<file path="src/rtl/display_pkg.sv">
// Shared display definitions: glyph codes, segment constants and default
// scan timing used by the 7-segment drivers and the mode modules.
package display_pkg;

    // Glyph codes that do not map to a plain hex digit
    localparam logic [3:0] GLYPH_B     = 4'hA;
    localparam logic [3:0] GLYPH_S     = 4'hB;
    localparam logic [3:0] GLYPH_L     = 4'hC;
    localparam logic [3:0] GLYPH_D     = 4'hD;
    localparam logic [3:0] GLYPH_E     = 4'hE;
    localparam logic [3:0] GLYPH_BLANK = 4'hF;

    // All cathodes released (active-low) and all anodes disabled
    localparam logic [6:0] SEG_OFF = 7'h7F;
    localparam logic [3:0] AN_OFF  = 4'hF;

    // Default scan timing in clk cycles
    localparam int DEFAULT_REFRESH_DIV  = 100_000;
    localparam int DEFAULT_BLANK_CYCLES = 1_000;

    // Position of the current cycle within a digit slot
    typedef enum logic [1:0] {
        PH_BLANK = 2'd0,
        PH_ON    = 2'd1,
        PH_OFF   = 2'd2
    } slot_phase_e;

endpackage

</file>
<file path="src/rtl/seg7_glyph_decode.sv">
// Combinational glyph-code to active-low segment pattern {g,f,e,d,c,b,a}.
import display_pkg::*;

module seg7_glyph_decode (
    input  logic [3:0] i_code,
    output logic [6:0] o_seg
);

    // Lookup table; blank glyph releases every cathode
    always_comb begin
        o_seg = SEG_OFF;
        case (i_code)
            4'h0:        o_seg = 7'h40;
            4'h1:        o_seg = 7'h79;
            4'h2:        o_seg = 7'h24;
            4'h3:        o_seg = 7'h30;
            4'h4:        o_seg = 7'h19;
            4'h5:        o_seg = 7'h12;
            4'h6:        o_seg = 7'h02;
            4'h7:        o_seg = 7'h78;
            4'h8:        o_seg = 7'h00;
            4'h9:        o_seg = 7'h10;
            GLYPH_B:     o_seg = 7'h03;
            GLYPH_S:     o_seg = 7'h12;
            GLYPH_L:     o_seg = 7'h47;
            GLYPH_D:     o_seg = 7'h21;
            GLYPH_E:     o_seg = 7'h06;
            GLYPH_BLANK: o_seg = SEG_OFF;
        endcase
    end

endmodule

</file>
<file path="src/rtl/seg7_scan_driver.sv">
// Four-digit common-anode scan driver with per-slot blanking, 8-level PWM
// brightness and frame-boundary input latching (no mid-frame tearing).
import display_pkg::*;

module seg7_scan_driver #(
    parameter int REFRESH_DIV  = DEFAULT_REFRESH_DIV,
    parameter int BLANK_CYCLES = DEFAULT_BLANK_CYCLES
) (
    input  logic        clk,
    input  logic        reset,
    input  logic [15:0] seg_data,
    input  logic [3:0]  dp_in,
    input  logic [2:0]  brightness,
    output logic [3:0]  an,
    output logic [6:0]  seg,
    output logic        dp
);

    localparam int             SW        = $clog2(REFRESH_DIV);
    localparam int             UNIT      = (REFRESH_DIV - BLANK_CYCLES) >> 3;
    localparam logic [SW-1:0]  SLOT_LAST = SW'(REFRESH_DIV - 1);

    logic [SW-1:0] r_slot_cnt;
    logic [1:0]    r_digit_idx;
    logic          r_first;
    logic [15:0]   r_shadow_data;
    logic [3:0]    r_shadow_dp;
    logic [2:0]    r_shadow_bright;
    logic [3:0]    r_an;
    logic [6:0]    r_seg;
    logic          r_dp;

    logic          w_slot_wrap;
    logic          w_latch;
    logic [31:0]   w_on_end;
    logic [31:0]   w_slot_ext;
    logic [3:0]    w_nibble;
    logic [6:0]    w_glyph_seg;
    logic [3:0]    w_an_on;
    slot_phase_e   w_phase;

    assign w_slot_wrap = (r_slot_cnt == SLOT_LAST);
    // Capture inputs once right after reset and then only at the 3->0 frame wrap
    assign w_latch     = r_first || (w_slot_wrap && (r_digit_idx == 2'd3));
    assign w_slot_ext  = 32'(r_slot_cnt);
    assign w_on_end    = 32'(BLANK_CYCLES) + 32'(UNIT) * (32'(r_shadow_bright) + 32'd1);
    assign w_nibble    = r_shadow_data[r_digit_idx*4 +: 4];
    assign w_an_on     = ~(4'b0001 << r_digit_idx);

    seg7_glyph_decode u_decode (
        .i_code (w_nibble),
        .o_seg  (w_glyph_seg)
    );

    // Slot counter and digit index; digit advances on every slot wrap
    always_ff @(posedge clk or posedge reset) begin
        if (reset) begin
            r_slot_cnt  <= '0;
            r_digit_idx <= 2'd0;
        end else if (w_slot_wrap) begin
            r_slot_cnt  <= '0;
            r_digit_idx <= r_digit_idx + 2'd1;
        end else begin
            r_slot_cnt  <= r_slot_cnt + SW'(1);
        end
    end

    // Flags the first cycle after reset release so inputs are latched at once
    always_ff @(posedge clk or posedge reset) begin
        if (reset) begin
            r_first <= 1'b1;
        end else begin
            r_first <= 1'b0;
        end
    end

    // Shadow registers hold the displayed frame constant until the next latch
    always_ff @(posedge clk or posedge reset) begin
        if (reset) begin
            r_shadow_data   <= 16'hFFFF;
            r_shadow_dp     <= 4'h0;
            r_shadow_bright <= 3'd0;
        end else if (w_latch) begin
            r_shadow_data   <= seg_data;
            r_shadow_dp     <= dp_in;
            r_shadow_bright <= brightness;
        end
    end

    // Classify the current slot position into blank / on / off
    always_comb begin
        w_phase = PH_OFF;
        if (w_slot_ext < 32'(BLANK_CYCLES)) begin
            w_phase = PH_BLANK;
        end else if (w_slot_ext < w_on_end) begin
            w_phase = PH_ON;
        end
    end

    // Registered outputs; only the ON phase drives a single anode low
    always_ff @(posedge clk or posedge reset) begin
        if (reset) begin
            r_an  <= AN_OFF;
            r_seg <= SEG_OFF;
            r_dp  <= 1'b1;
        end else if (w_phase == PH_ON) begin
            r_an  <= w_an_on;
            r_seg <= w_glyph_seg;
            r_dp  <= ~r_shadow_dp[r_digit_idx];
        end else begin
            r_an  <= AN_OFF;
            r_seg <= SEG_OFF;
            r_dp  <= 1'b1;
        end
    end

    assign an  = r_an;
    assign seg = r_seg;
    assign dp  = r_dp;

endmodule

</file>
<file path="config.mk">
export PLATFORM = sky130hd
export DESIGN_NAME = seg7_scan_driver
export DESIGN_NICKNAME = d
export VERILOG_FILES = /design/src/rtl/display_pkg.sv /design/src/rtl/seg7_glyph_decode.sv /design/src/rtl/seg7_scan_driver.sv
export SDC_FILE = /design/constraint.sdc
export NUM_CORES = 1
export LEC_CHECK = 0
export BUFFER_PORTS_ARGS = -buffer_cell sky130_fd_sc_hd__buf_2
export CAP_MARGIN = 0
export CORE_ASPECT_RATIO = 1.1
export CORE_MARGIN = 4
export CORE_UTILIZATION = 54
export CTS_BUF_LIST = sky130_fd_sc_hd__clkbuf_8 sky130_fd_sc_hd__clkbuf_16
export DETAILED_ROUTE_END_ITERATION = 8
export HOLD_SLACK_MARGIN = 0.1
export PLACE_DENSITY_LB_ADDON = 0.3
export SLEW_MARGIN = 10
export SYNTH_ARGS = -nofsm -noshare
export SYNTH_HDL_FRONTEND = slang
export SYNTH_HIERARCHICAL = 1
export SYNTH_SLANG_ARGS = --single-unit
</file>
<file path="constraint.sdc">
create_clock -name clk -period 4.65 [get_ports clk]
set_clock_uncertainty 0.2 [all_clocks]
set_input_delay 0.2325 -clock clk [delete_from_list [all_inputs] [get_ports clk]]
set_output_delay 0.2325 -clock clk [all_outputs]
set_load 0.05 [all_outputs]
</file>
Yosys cells after proc, flatten, opt, wreduce, memory -nomap -nowiden
Memories as Yosys holds them, arrays and structs flattened.
Index checks and enable logic that the tools add are counted.
- multipliers: 1
- add/sub/neg operators: 4
- reduce and logical (&&, ||, !) cells: 2
- $lt $le $gt $ge: 3
- bitwise logic cells: 2
- equality and inequality tests: 3
- shift operators: 2
- mux-type cells: 8
- operators by type and width (operator ; number):
    10-bit by 18-bit adder with 19-bit output (first input constant) ; 1
    17-bit by 19-bit < comparator with 1-bit output ; 1
    14-bit by 4-bit multiplier with 18-bit output (first input constant) ; 1
    17-bit by 1-bit adder with 17-bit output (second input constant) ; 1
    17-bit equality test (second input constant) ; 1
    17-bit by 10-bit < comparator with 1-bit output (second input constant) ; 1
    17-bit 2-to-1 mux ; 1
    16-bit by 5-bit variable part select with 4-bit output ; 1
    7-bit 2-to-1 mux ; 1
    3-bit by 1-bit adder with 4-bit output (second input constant) ; 1
    2-bit 2-to-1 mux ; 2
    4-bit 2-to-1 mux ; 1
    4-bit inverter ; 1
    1-bit by 2-bit left shift with 4-bit output (first input constant) ; 1
    2-bit by 3-bit < comparator with 1-bit output (second input constant) ; 1
    2-bit by 1-bit adder with 2-bit output (second input constant) ; 1
    1-bit binary-select mux with 2-bit select ; 1
    2-bit by 1-bit equality test with 1-bit output (second input constant) ; 1
    2-bit equality test (second input constant) ; 1
    1-bit 2-to-1 mux ; 2
    1-bit logical AND ; 1
    1-bit logical OR ; 1
    1-bit inverter ; 1
- word-level logic and storage cells: 35
- input port bits: 25
- output and inout bits: 12
- bits in registers: 55
- memory bits (read-only): 112
- memories: 1
- memories (name ; words ; bits a word ; rd ports ; clocked after Yosys merged registers in ; wr ports ; RTL line ; text):
    (no name shown) ; 16 ; 7 ; 1 ; 0 ; 0 ; seg7_glyph_decode.sv:12 ; case (i_code)

Longest topological paths before layout
Gate-level depths: netlist (run 1).
- depth in word-level cells: 8
- mapped depth: 22
- depth with buffers taken out: 20

By module
Netlist (run 1), hierarchy kept.
- modules (own cells, without submodules) (module ; times used ; area each (µm²) ; cells an instance ; sequential area each (µm²)):
    seg7_scan_driver ; 1 ; 3563.4 ; 307 ; 1412.6
    seg7_glyph_decode ; 1 ; 252.7 ; 40 ; 0.0

Worst setup path after synthesis (run 1)
No wires, ideal clock.
- path kind: register to register
- from: register r_shadow_bright[1]
- to: register r_an[0], in the netlist an[0]
- setup time: 0.094 ns
- clock period less this slack: 5.000 ns
- cell stages (with the launch flop): 21
- arrival time: 4.706 ns
- path buffers: 1
- data required time: 4.356 ns
- path slack: -0.350 ns
- cells stage by stage: dfrtp_1 -> ha_1 -> xor2_1 -> ha_1 -> fa_1 -> inv_1 -> ha_1 -> and2_1 -> fa_1 -> nand3_1 -> o221ai_1 -> o21a_1 -> o31ai_1 -> xnor2_1 -> ha_1 -> a211oi_1 -> o21bai_1 -> a211oi_1 -> a2bb2oi_1 -> clkbuf_1 -> nand3_1
- cells in the longest elaborated chain, start to end: 8
- ends and longest elaborated chain (element ; RTL line ; text):
    start: declaration ; seg7_scan_driver.sv:28 ; logic [2:0] r_shadow_bright;
    start signal: assignment ; seg7_scan_driver.sv:86 ; r_shadow_bright <= brightness;
    3-bit by 1-bit adder with 4-bit output ; seg7_scan_driver.sv:46 ; assign w_on_end = 32'(BLANK_CYCLES) + 32'(UNIT) * (32'(r_shadow_bright) + 32'd1);
    14-bit by 4-bit multiplier with 18-bit output ; seg7_scan_driver.sv:46 ;
    10-bit by 18-bit adder with 19-bit output ; seg7_scan_driver.sv:46 ;
    17-bit by 19-bit < comparator with 1-bit output ; seg7_scan_driver.sv:95 ; end else if (w_slot_ext < w_on_end) begin
    2-bit 2-to-1 mux ; seg7_scan_driver.sv:95 ;
    2-bit 2-to-1 mux ; seg7_scan_driver.sv:93 ; if (w_slot_ext < 32'(BLANK_CYCLES)) begin
    2-bit by 1-bit equality test with 1-bit output ; seg7_scan_driver.sv:106 ; end else if (w_phase == PH_ON) begin
    4-bit 2-to-1 mux ; seg7_scan_driver.sv:106 ;
    end signal: assignment ; seg7_scan_driver.sv:107 ; r_an <= w_an_on;
    end: declaration ; seg7_scan_driver.sv:29 ; logic [3:0] r_an;
Every way passes these cells.
A chain may end at the register's enable or synchronous reset.

Final worst setup path (run 1)
- from: register r_shadow_bright[1]
- to: register r_seg[0], in the netlist seg[0]
- cells in the longest elaborated chain, start to end: 8
- ends and longest elaborated chain (element ; RTL line ; text):
    3-bit by 1-bit adder with 4-bit output ; seg7_scan_driver.sv:46 ;
    14-bit by 4-bit multiplier with 18-bit output ; seg7_scan_driver.sv:46 ;
    10-bit by 18-bit adder with 19-bit output ; seg7_scan_driver.sv:46 ;
    17-bit by 19-bit < comparator with 1-bit output ; seg7_scan_driver.sv:95 ;
    2-bit 2-to-1 mux ; seg7_scan_driver.sv:95 ;
    2-bit 2-to-1 mux ; seg7_scan_driver.sv:93 ;
    2-bit by 1-bit equality test with 1-bit output ; seg7_scan_driver.sv:106 ;
    7-bit 2-to-1 mux ; seg7_scan_driver.sv:106 ;
    end signal: assignment ; seg7_scan_driver.sv:108 ; r_seg <= w_glyph_seg;
    end: declaration ; seg7_scan_driver.sv:30 ; logic [6:0] r_seg;
Every way passes these cells.

==> results.sh, run 1 <==
export IMPL_dpl_worst_slack_ns=-0.0852
export IMPL_numPlacedInstances=466
export IMPL_die_h_um=96.2
export IMPL_instances_no_fill=501
export IMPL_fmax_ghz=0.221
export IMPL_critical_path_startpoint_type="flop"
export IMPL_synth_edf_count=0
export IMPL_detail_route_wl_per_cell_um=15.2
export IMPL_status="completed"
export IMPL_syn_nets=431
export IMPL_r2r_start="r_shadow_bright[1]"
export IMPL_finalSetupTns_ns=0
export IMPL_synth_warnings=6
export IMPL_grt_max_degree=56
export IMPL_hp_start="r_shadow_dp[0]"
export IMPL_relSlewSlack_pct=33.5
export IMPL_cts_tree="built"
export IMPL_drc_errors=0
export IMPL_yosys_top_cells_count="ha_1, dfstp_2, dfrtp_1"
export IMPL_ys_types=46
export IMPL_reg2regPathDepth=20
export IMPL_arrival_ns=4.58
export IMPL_hold_viol_final=0
export IMPL_synth_top_area_share_pct=20.0
export IMPL_end_kind="flop"
export IMPL_antenna_found_initial=0
export IMPL_fin_crit_sh_pct=97.4
export IMPL_rsz0062_at_grt="true"
export IMPL_min_path_type="flop to flop"
export IMPL_num_vias=2721
export IMPL_path_clk_slew_ns=0.12
export IMPL_setup_slack_ns=0.120
export IMPL_drtIter0Drc=95
export IMPL_die_w_um=88.2
export IMPL_synth_most_common_cell="ha_1"
export IMPL_hold_path_cell_count=1
export IMPL_initial_core_util_pct=56.9
export IMPL_num_nets_final=502
export IMPL_ys_seq_area_share_pct=37.0
export IMPL_worst_setup_path_type="flop to flop"
export IMPL_syn_inst=347
export IMPL_r2r_end="seg[0]"
export IMPL_grt_pass1_wl_um=13200
export IMPL_synth_area_sq_um=3820
export IMPL_io_buffers=36
export IMPL_grt_pass1_vias=2843
export IMPL_cp_max_fo=6
export IMPL_r2r_setup_slack_ns=0.12
export IMPL_p_leak_nw=2.09
export IMPL_yosys_area_top_type="dfstp_2"
export IMPL_cts_root_buf="clkbuf_8"
export IMPL_die_area_sq_um=8480
export IMPL_synth_ff_latch_count=55
export IMPL_synth_area_top_cells="dfstp_2, ha_1, dfrtp_1"
export IMPL_drive_gt1_share_pct=34.1
export IMPL_insertion_delay_ns=0.32
export IMPL_antenna_left=0
export IMPL_synth_flop_cell="dfstp_2"
export IMPL_total_power_mw=1.44
export IMPL_drv_cap=0
export IMPL_wl_um=7610
export IMPL_gp_routability_congestion=0.871
export IMPL_cp_required_ns=4.70
export IMPL_finalSetupViolCount=0
export IMPL_slew_viol_final=0
export IMPL_place_hpwl_um=5410
export IMPL_first_pass_iters=4
export IMPL_n_antenna_cell=0
export IMPL_avgSynthCellArea_sq_um=11.0
export IMPL_tightest_slew_ns=0.995
export IMPL_cts_max_level=2
export IMPL_area_growth_synth_to_final_pct=21.2
export IMPL_synthArstFlopShare_pct=100
export IMPL_worst_ir_drop_vdd_mv=0.232
export IMPL_cts_buffers=5
export IMPL_min_to="r_shadow_dp[0]"
export IMPL_coreArea_sq_um=6710
export IMPL_vias_per_cell=5.43
export IMPL_track_usage_pct=19.8
export IMPL_power_density_nw_per_um2=311
export IMPL_cts_sinks=55
export IMPL_min_period_ns=4.53
export IMPL_fp_row_count=31
export IMPL_grt_ovfl_total=0
export IMPL_pin_count=37
export IMPL_cts_path_max_buffers=2
how the worst max path moves through the flow:
stage | from | endpoint
3_3_place_gp | r_shadow_bright[0] | an[3]
3_5_place_dp | r_shadow_bright[0] | an[3]
2_1_floorplan | r_shadow_bright[0] | an[0]
4_1_cts | r_shadow_bright[1] | an[3]
6_report | r_shadow_bright[1] | seg[0]
5_1_grt | r_shadow_bright[1] | seg[3]
registers in the layout (all words and copies together) (netlist names):
register / flops
r_digit_idx: 2
r_shadow_dp: 4
r_shadow_bright: 3
r_first: 1
r_shadow_data: 16
an: 4
r_slot_cnt: 17
dp: 1
seg: 7
report_power, final:
| part | internal [mW] | switching, mW |
|---|---|---|
| sequential | 0.511 | 0.0161 |
| clock | 0.114 | 0.177 |
| combinational | 0.300 | 0.319 |
layer usage:
metal	GRT usage [%]	part of all wire, %	vias up
met5	0	0	-
met4	5.04	1.2	0
met3	3.17	4.1	11
met2	34.2	50	65
met1	26.0	45	1300
li1	-	-	1345
critical path: stages, from the launching register on:
cell	delay (ns)
dfrtp_2	0.46
ha_4	0.19
xor2_4	0.19
ha_4	0.25
fa_1	0.52
inv_2	0.05
ha_4	0.21
and2_4	0.14
fa_2	0.36
nand3_2	0.09
o221ai_2	0.08
o21a_1	0.21
o31ai_2	0.22
xnor2_1	0.13
ha_2	0.19
a211oi_2	0.17
o21bai_1	0.12
a211oi_2	0.25
a2bb2oi_2	0.21
buf_6	0.16
nand3b_1	0.08
cells in the final DEF (no fill, tap or decap), types with 3 or more instances in the layout:
cell / count
dlygate4sd3_1: 24
a21oi_1: 18
nand3b_1: 8
xor2_1: 12
ha_4: 4
dfstp_2: 29
nand3_2: 3
xnor2_1: 16
inv_1: 18
buf_4: 11
o21ai_0: 7
nor2b_1: 4
mux4_2: 5
nand2_1: 23
o211ai_1: 4
mux2_2: 3
mux2_4: 20
nor2_1: 25
nand4_1: 6
inv_2: 4
nand3_1: 9
clkbuf_8: 5
dfrtp_1: 24
and3_1: 3
buf_2: 36
ha_1: 50
o21ai_1: 3
repair_timing:
| action | CTS | global route |
|---|---|---|
| setup buffers | 1 | 1 |
| pin swaps | 8 | 14 |
| cloned | 1 | 0 |
| resized for setup | 15 | 7 |
| hold buffers | 24 | 0 |
| endpoints found under the setup margin | 12 | 12 |
| endpoints found under the hold margin | 49 | 0 |
through the flow:
stage	area (sq um)	utilization [%]	hold WS, ns
3_5_place_dp	4180	62.4	0.252
6_report	4620	68.9	0.323
4_1_cts	4590	68.4	0.325
3_3_place_gp	4180	62.4	0.246
5_1_grt	4620	68.9	0.347
2_1_floorplan	3890	-	0.180
final cells by class:
type / instances / area, sq um
multi-input cells: 261 / 2400
fillers: 481 / 2090
flip-flops and latches: 55 / 1420
repair buffers: 73 / 526
well taps: 82 / 103
inverters: 22 / 82.6
clock buffers: 5 / 68.8
clock inverters: 3 / 33.8
cells by family (layout without fill, tap and decap cells):
kind of cell / count (synthesis) / after routing / share of synthesized area, %
adder cells (fa/ha/maj): 59 / 59 / 19.9
flip-flops: 55 / 55 / 37.0
other: 1 / 1 / 0.0983
buffers and inverters: 31 / 103 / 3.70
multiplexers: 29 / 29 / 12.0
XOR/XNOR: 29 / 29 / 6.66
AND/OR/NAND/NOR: 96 / 96 / 13.1
AO/OA/AOI/OAI: 47 / 47 / 7.51
No activity file was read; power rests on OpenSTA's default activity.
==> run 2, diff against run 1 <==
--- a/config.mk
+++ b/config.mk
@@ -10,5 +10,5 @@
 export CORE_ASPECT_RATIO = 1.1
 export CORE_MARGIN = 4
-export CORE_UTILIZATION = 54
+export CORE_UTILIZATION = 55
 export CTS_BUF_LIST = sky130_fd_sc_hd__clkbuf_8 sky130_fd_sc_hd__clkbuf_16
 export DETAILED_ROUTE_END_ITERATION = 8
==> constraint.sdc (replaced) <==
create_clock -name clk -period 4.4 [get_ports clk]
set_clock_uncertainty 0.2 [all_clocks]
set_input_delay 0.22 -clock clk [delete_from_list [all_inputs] [get_ports clk]]
set_output_delay 0.22 -clock clk [all_outputs]
set_load 0.1 [all_outputs]
==> run 2 against run 1 <==
Against the previous run: the run now ends with negative setup slack left; clock-buffer cell count stayed put; sequential power is 5.5% higher; first-iteration DRC count is 2.1% lower; cell count is 0.60% higher; combinational power is 8.1% higher; non-clock buffer count is 3 higher.
==> results.sh, run 2 (same netlist as run 1, synthesis figures left out) <==
export IMPL_cp_required_ns=4.44
export IMPL_cts_root_buf="clkbuf_8"
export IMPL_p_seq_share_pct=35.1
export IMPL_detail_route_wl_per_cell_um=15.5
export IMPL_fin_crit_sh_pct=103
export IMPL_track_usage_pct=20.3
export IMPL_coreArea_sq_um=6670
export IMPL_place_area_sq_um=4250
export IMPL_arrival_ns=4.58
export IMPL_p_switching_mw=0.542
export IMPL_insertion_delay_ns=0.32
export IMPL_grt_max_degree=56
export IMPL_path_clk_slew_ns=0.11
export IMPL_min_period_ns=4.54
export IMPL_drc_errors=0
export IMPL_cp_max_fo=6
export IMPL_switching_share_pct=34.3
export IMPL_rsz0062_at_grt="true"
export IMPL_relSlewSlack_pct=34.3
export IMPL_p_leak_nw=2.12
export IMPL_slew_viol_final=0
export IMPL_cts_setup_buffers=0
export IMPL_num_vias=2733
export IMPL_end_kind="flop"
export IMPL_fp_row_count=31
export IMPL_die_h_um=95.4
export IMPL_cts_buffers=5
export IMPL_clockPowerShare_pct=22.6
export IMPL_critical_path_startpoint_type="flop"
export IMPL_antenna_found_initial=0
export IMPL_drtIter0Drc=93
export IMPL_antenna_left=0
export IMPL_most_common_layout_cells="ha_1, buf_2, dfstp_2"
export IMPL_design_area_sq_um=4670
export IMPL_tightest_slew_ns=0.983
export IMPL_cts_tree="built"
export IMPL_slowest_stage="fa_1"
export IMPL_grt_pass1_wl_um=13200
export IMPL_num_nets_final=505
export IMPL_initial_core_util_pct=57.2
export IMPL_p_int_mw=1.04
export IMPL_cp_common_cell="ha_4"
export IMPL_drive_gt1_share_pct=33.9
export IMPL_final_common_cell="ha_1"
export IMPL_critPathTopFamily="adder cells"
export IMPL_pwr_share_comb_pct=42.3
export IMPL_worstPathCellList="ha_4 > xor2_4 > ha_4 > fa_1 > inv_2 > ha_4 > and2_4 > fa_2 > nand3_2 > o221ai_2 > o21a_1 > o31ai_2 > xnor2_1 > ha_2 > a211oi_2 > o21bai_1 > a211oi_2 > a2bb2oi_2 > buf_6 > nand3b_1"
export IMPL_setup_slack_ns=-0.142
export IMPL_fmax_ghz=0.220
export IMPL_largest_register_ffs=17
export IMPL_cts_max_level=2
export IMPL_grt_ovfl_total=0
export IMPL_grt_pass1_vias=2819
export IMPL_crit_buf_inv=2
export IMPL_cts_path_max_buffers=2
export IMPL_cpPeakStageDelay_ns=0.50
export IMPL_drv_cap=0
export IMPL_min_path_type="flop to flop"
export IMPL_first_pass_iters=4
export IMPL_power_density_nw_per_um2=339
export IMPL_wl_um=7790
export IMPL_vias_per_cell=5.42
export IMPL_die_area_sq_um=8340
export IMPL_area_growth_synth_to_final_pct=22.3
export IMPL_n_antenna_cell=0
export IMPL_cts_sinks=55
export IMPL_violations="negative setup slack"
export IMPL_io_buffers=36
export IMPL_worst_ir_drop_vdd_mv=0.207
export IMPL_hold_viol_final=0
export IMPL_top_register="r_slot_cnt"
export IMPL_nFillCells=471
export IMPL_die_w_um=87.4
export IMPL_gp_routability_congestion=0.862
export IMPL_finalSetupViolCount=12
export IMPL_status="finished, violations left"
export IMPL_pin_count=37
export IMPL_place_hpwl_um=5580
export IMPL_worst_setup_path_type="flop to flop"
export IMPL_dpl_worst_slack_ns=-0.160
[run 2: cell types whose count changed in the layout (fill, tap and decap cells not counted), moves of 2 or more]
cell	change
buf_4	+2
inv_2	-2
nand3_1	+2
nand3_2	-2
[run 2: power by group through the flow]
stage               Sequential, mW  Combinational [mW]  Clock (mW)
CTS                          0.555               0.668       0.364
global placement             0.562               0.593           0
floorplan                    0.559               0.480           0
global route                 0.559               0.755       0.387
detailed placement           0.563               0.615           0
finish                       0.556               0.669       0.357
[run 2: path summary, 6_finish.rpt]
check	startpoint	to	slack (ns)	depth (start not counted)
max	r_shadow_bright[0]	seg[0]	-0.14	20
max in group asynchronous	reset	r_shadow_bright[1]	3.02	3
max reg2reg	r_shadow_bright[0]	seg[0]	-0.14	20
min	r_shadow_dp[0]	r_shadow_dp[0]	0.32	1
min in group asynchronous	reset	r_shadow_bright[2]	0.40	3
min reg2reg	r_shadow_dp[0]	r_shadow_dp[0]	0.32	1
[run 2: per-layer routing]
layer | track usage [%] | wire, um | part of all wire (%) | vias up
met5 | 0 | 0 | 0 | -
met4 | 7.42 | 193 | 2.5 | 0
met3 | 3.28 | 271 | 3.5 | 19
met2 | 34.7 | 3870 | 50 | 62
met1 | 25.7 | 3450 | 44 | 1302
li1 | - | - | - | 1350
[run 2: what timing repair did]
action                     in CTS  in global routing
hold buffers                   24                  0
gates cloned                    1                  0
pin swaps                       6                  7
gates resized for setup        12                  1
hold endpoints to repair       49                  0
setup endpoints to repair      12                 12
[run 2: cell type report]
type / instances / area (sq um) / area share (%)
clock buffer: 5 / 68.8 / 1.47
inverter: 22 / 86.3 / 1.85
multi-input combinational: 261 / 2390 / 51.2
timing repair buffer: 76 / 552 / 11.8
sequential: 55 / 1420 / 30.3
tap: 82 / 103 / 2.20
clock inverter: 3 / 50.0 / 1.07
[run 2: through the flow]
step / total power [mW] / hold WS [ns] / cells / util [%] / TNS, ns
after floorplan: 1.04 / 0.168 / 347 / - / -1.10
after global placement: 1.15 / 0.250 / 471 / 63.7 / -0.515
after detailed placement: 1.18 / 0.253 / 471 / 63.7 / -1.75
after CTS: 1.59 / 0.323 / 504 / 69.9 / -1.75
after global routing: 1.70 / 0.329 / 504 / 69.9 / -3.28
final: 1.58 / 0.320 / 504 / 69.9 / -1.43
==> run 3, diff against run 2 <==
--- a/config.mk
+++ b/config.mk
@@ -6,9 +6,12 @@
 export NUM_CORES = 1
 export LEC_CHECK = 0
+export ABC_CLOCK_PERIOD_IN_PS = 4400
 export BUFFER_PORTS_ARGS = -buffer_cell sky130_fd_sc_hd__buf_2
 export CAP_MARGIN = 0
+export CELL_PAD_IN_SITES_DETAIL_PLACEMENT = 1
+export CELL_PAD_IN_SITES_GLOBAL_PLACEMENT = 2
 export CORE_ASPECT_RATIO = 1.1
 export CORE_MARGIN = 4
-export CORE_UTILIZATION = 55
+export CORE_UTILIZATION = 40
 export CTS_BUF_LIST = sky130_fd_sc_hd__clkbuf_8 sky130_fd_sc_hd__clkbuf_16
 export DETAILED_ROUTE_END_ITERATION = 8
==> constraint.sdc (replaced) <==
create_clock -name clk -period 4.4 [get_ports clk]
set_clock_uncertainty 0.2 [all_clocks]
set_input_delay 1.1 -clock clk [delete_from_list [all_inputs] [get_ports clk]]
set_output_delay 1.1 -clock clk [all_outputs]
set_load 0.1 [all_outputs]
==> run 3 against run 2 <==
Against the previous run: the flow still finishes with violations (negative setup slack); cell area decreased by 2.1%; global-route usage decreased by 3.8 points; cell count increased by 3.6%; maximum frequency increased by 1.7%; clock power decreased by 5%; non-clock buffer count decreased by 17; sequential power about the same; clock-buffer cell count unchanged; worst setup slack improved by 0.074 ns; routed wire length increased by 11%; via count decreased by 1.9%; sequential cell count unchanged.
==> results.sh, run 3 (same netlist as run 1, synthesis figures left out) <==
export IMPL_critical_path_startpoint_type="flop"
export IMPL_fp_row_count=37
export IMPL_cts_path_max_buffers=2
export IMPL_die_area_sq_um=11200
export IMPL_violations="negative setup slack"
export IMPL_grt_ovfl_total=0
export IMPL_cp_required_ns=4.44
export IMPL_worst_setup_path_type="flop to flop"
export IMPL_path_clk_slew_ns=0.10
export IMPL_top_register="r_slot_cnt"
export IMPL_drtIter0Drc=57
export IMPL_cp_max_fo=6
export IMPL_tightest_slew_ns=0.969
export IMPL_gp_routability_congestion=0.778
export IMPL_slew_viol_final=0
export IMPL_arrival_ns=4.51
export IMPL_insertion_delay_ns=0.31
export IMPL_num_vias=2681
export IMPL_pin_count=37
export IMPL_p_leak_nw=2.05
export IMPL_detail_route_wl_per_cell_um=16.6
export IMPL_vias_per_cell=5.14
export IMPL_finalSetupViolCount=12
export IMPL_cp_common_cell="ha_4"
export IMPL_crit_buf_inv=2
export IMPL_area_growth_synth_to_final_pct=19.7
export IMPL_cts_tree="built"
export IMPL_min_period_ns=4.47
export IMPL_p_seq_share_pct=34.4
export IMPL_antenna_found_initial=0
export IMPL_status="finished, violations left"
export IMPL_pwr_share_comb_pct=44.6
export IMPL_n_antenna_cell=0
export IMPL_numPlacedInstances=509
export IMPL_antenna_left=0
export IMPL_grt_pass1_wl_um=14900
export IMPL_place_hpwl_um=6890
export IMPL_instances_no_fill=522
export IMPL_slowest_stage="fa_1"
export IMPL_rsz0062_at_grt="true"
export IMPL_end_kind="flop"
export IMPL_drv_cap=0
export IMPL_cts_buffers=5
export IMPL_switching_share_pct=34.2
export IMPL_min_path_type="flop to flop"
export IMPL_initial_core_util_pct=40.8
export IMPL_most_common_layout_cells="ha_1, buf_2, dfstp_2"
export IMPL_drive_gt1_share_pct=39.0
export IMPL_die_w_um=101
export IMPL_worst_ir_drop_vdd_mv=0.262
export IMPL_wl_um=8660
export IMPL_first_pass_iters=4
export IMPL_hold_viol_final=0
export IMPL_design_area_sq_um=4570
export IMPL_p_switching_mw=0.552
export IMPL_coreArea_sq_um=9350
export IMPL_cts_sinks=55
export IMPL_num_nets_final=488
export IMPL_clockPowerShare_pct=21.0
export IMPL_grt_max_degree=45
export IMPL_critPathTopFamily="adder cells"
export IMPL_cts_max_level=2
export IMPL_postCtsHoldBufs=0
export IMPL_die_h_um=110
export IMPL_grt_pass1_vias=2937
export IMPL_final_common_cell="ha_1"
export IMPL_fin_crit_sh_pct=102
export IMPL_io_buffers=36
export IMPL_cts_root_buf="clkbuf_8"
export IMPL_worstPathCellList="ha_4 > xor2_4 > ha_4 > fa_1 > inv_2 > ha_4 > and2_4 > fa_2 > nand3_2 > o221ai_2 > o21a_1 > o31ai_2 > xnor2_1 > ha_2 > a211oi_2 > o21bai_1 > a211oi_2 > a2bb2oi_2 > buf_6 > nand3b_1"
export IMPL_largest_register_ffs=17
export IMPL_cpPeakStageDelay_ns=0.50
export IMPL_power_density_nw_per_um2=353
export IMPL_track_usage_pct=16.5
export IMPL_setup_slack_ns=-0.0675
export IMPL_nFillCells=1058
export IMPL_relSlewSlack_pct=35.3
export IMPL_fmax_ghz=0.224
export IMPL_p_int_mw=1.06
export IMPL_drc_errors=0
export IMPL_place_area_sq_um=4320
run 3: power groups by stage:
| stage | Sequential [mW] | Combinational, mW | Clock [mW] |
|---|---|---|---|
| 4_1_cts | 0.556 | 0.717 | 0.352 |
| 2_1_floorplan | 0.559 | 0.480 | 0 |
| 6_report | 0.555 | 0.720 | 0.339 |
| 3_5_place_dp | 0.564 | 0.655 | 0 |
| 5_1_grt | 0.559 | 0.815 | 0.370 |
| 3_3_place_gp | 0.562 | 0.628 | 0 |
run 3: stage by stage:
stage	total power [mW]	worst slack (ns)	TNS [ns]	hold slack, ns	utilization, %
6_report	1.61	-0.0675	-0.561	0.323	48.9
4_1_cts	1.63	-0.140	-1.43	0.324	48.7
3_3_place_gp	1.19	-0.103	-1.21	0.290	46.2
2_1_floorplan	1.04	-0.111	-1.10	0.275	-
3_5_place_dp	1.22	-0.237	-2.61	0.300	46.2
5_1_grt	1.74	-0.305	-3.35	0.358	48.9
run 3: what timing repair did:
| item | CTS | global route |
|---|---|---|
| buffers inserted | 3 | 0 |
| pin swaps | 13 | 10 |
| setup endpoints to repair | 12 | 12 |
| gates resized for setup | 23 | 3 |
| cloned | 2 | 0 |
run 3: worst paths after layout:
| kind | startpoint | end | slack (ns) | cells after the start |
|---|---|---|---|---|
| setup / recovery | r_shadow_bright[1] | seg[3] | -0.07 | 20 |
| hold / removal | r_slot_cnt[0] | r_slot_cnt[0] | 0.32 | 1 |
| setup reg to reg | r_shadow_bright[1] | seg[3] | -0.07 | 20 |
| hold reg to reg | r_slot_cnt[0] | r_slot_cnt[0] | 0.32 | 1 |
| max in group asynchronous | reset | r_shadow_data[10] | 2.45 | 3 |
| min in group asynchronous | reset | r_shadow_bright[2] | 0.77 | 2 |
run 3: area by class of cell:
| cell class | instances | area, sq um | share of cell area (%) |
|---|---|---|---|
| tap | 117 | 146 | 3.20 |
| timing repair buffer | 59 | 364 | 7.97 |
| multi-input combinational | 261 | 2450 | 53.5 |
| clock buffer | 5 | 68.8 | 1.51 |
| sequential | 55 | 1420 | 31.0 |
| clock inverter | 3 | 43.8 | 0.958 |
| inverter | 22 | 85.1 | 1.86 |
run 3: per-layer routing:
layer	up-vias	global-route usage [%]	share of wire, %
met1	1331	20.7	42
met3	5	2.65	2.2
met2	31	29.5	55
met5	-	0	0
met4	0	3.19	0.85
li1	1314	-	-
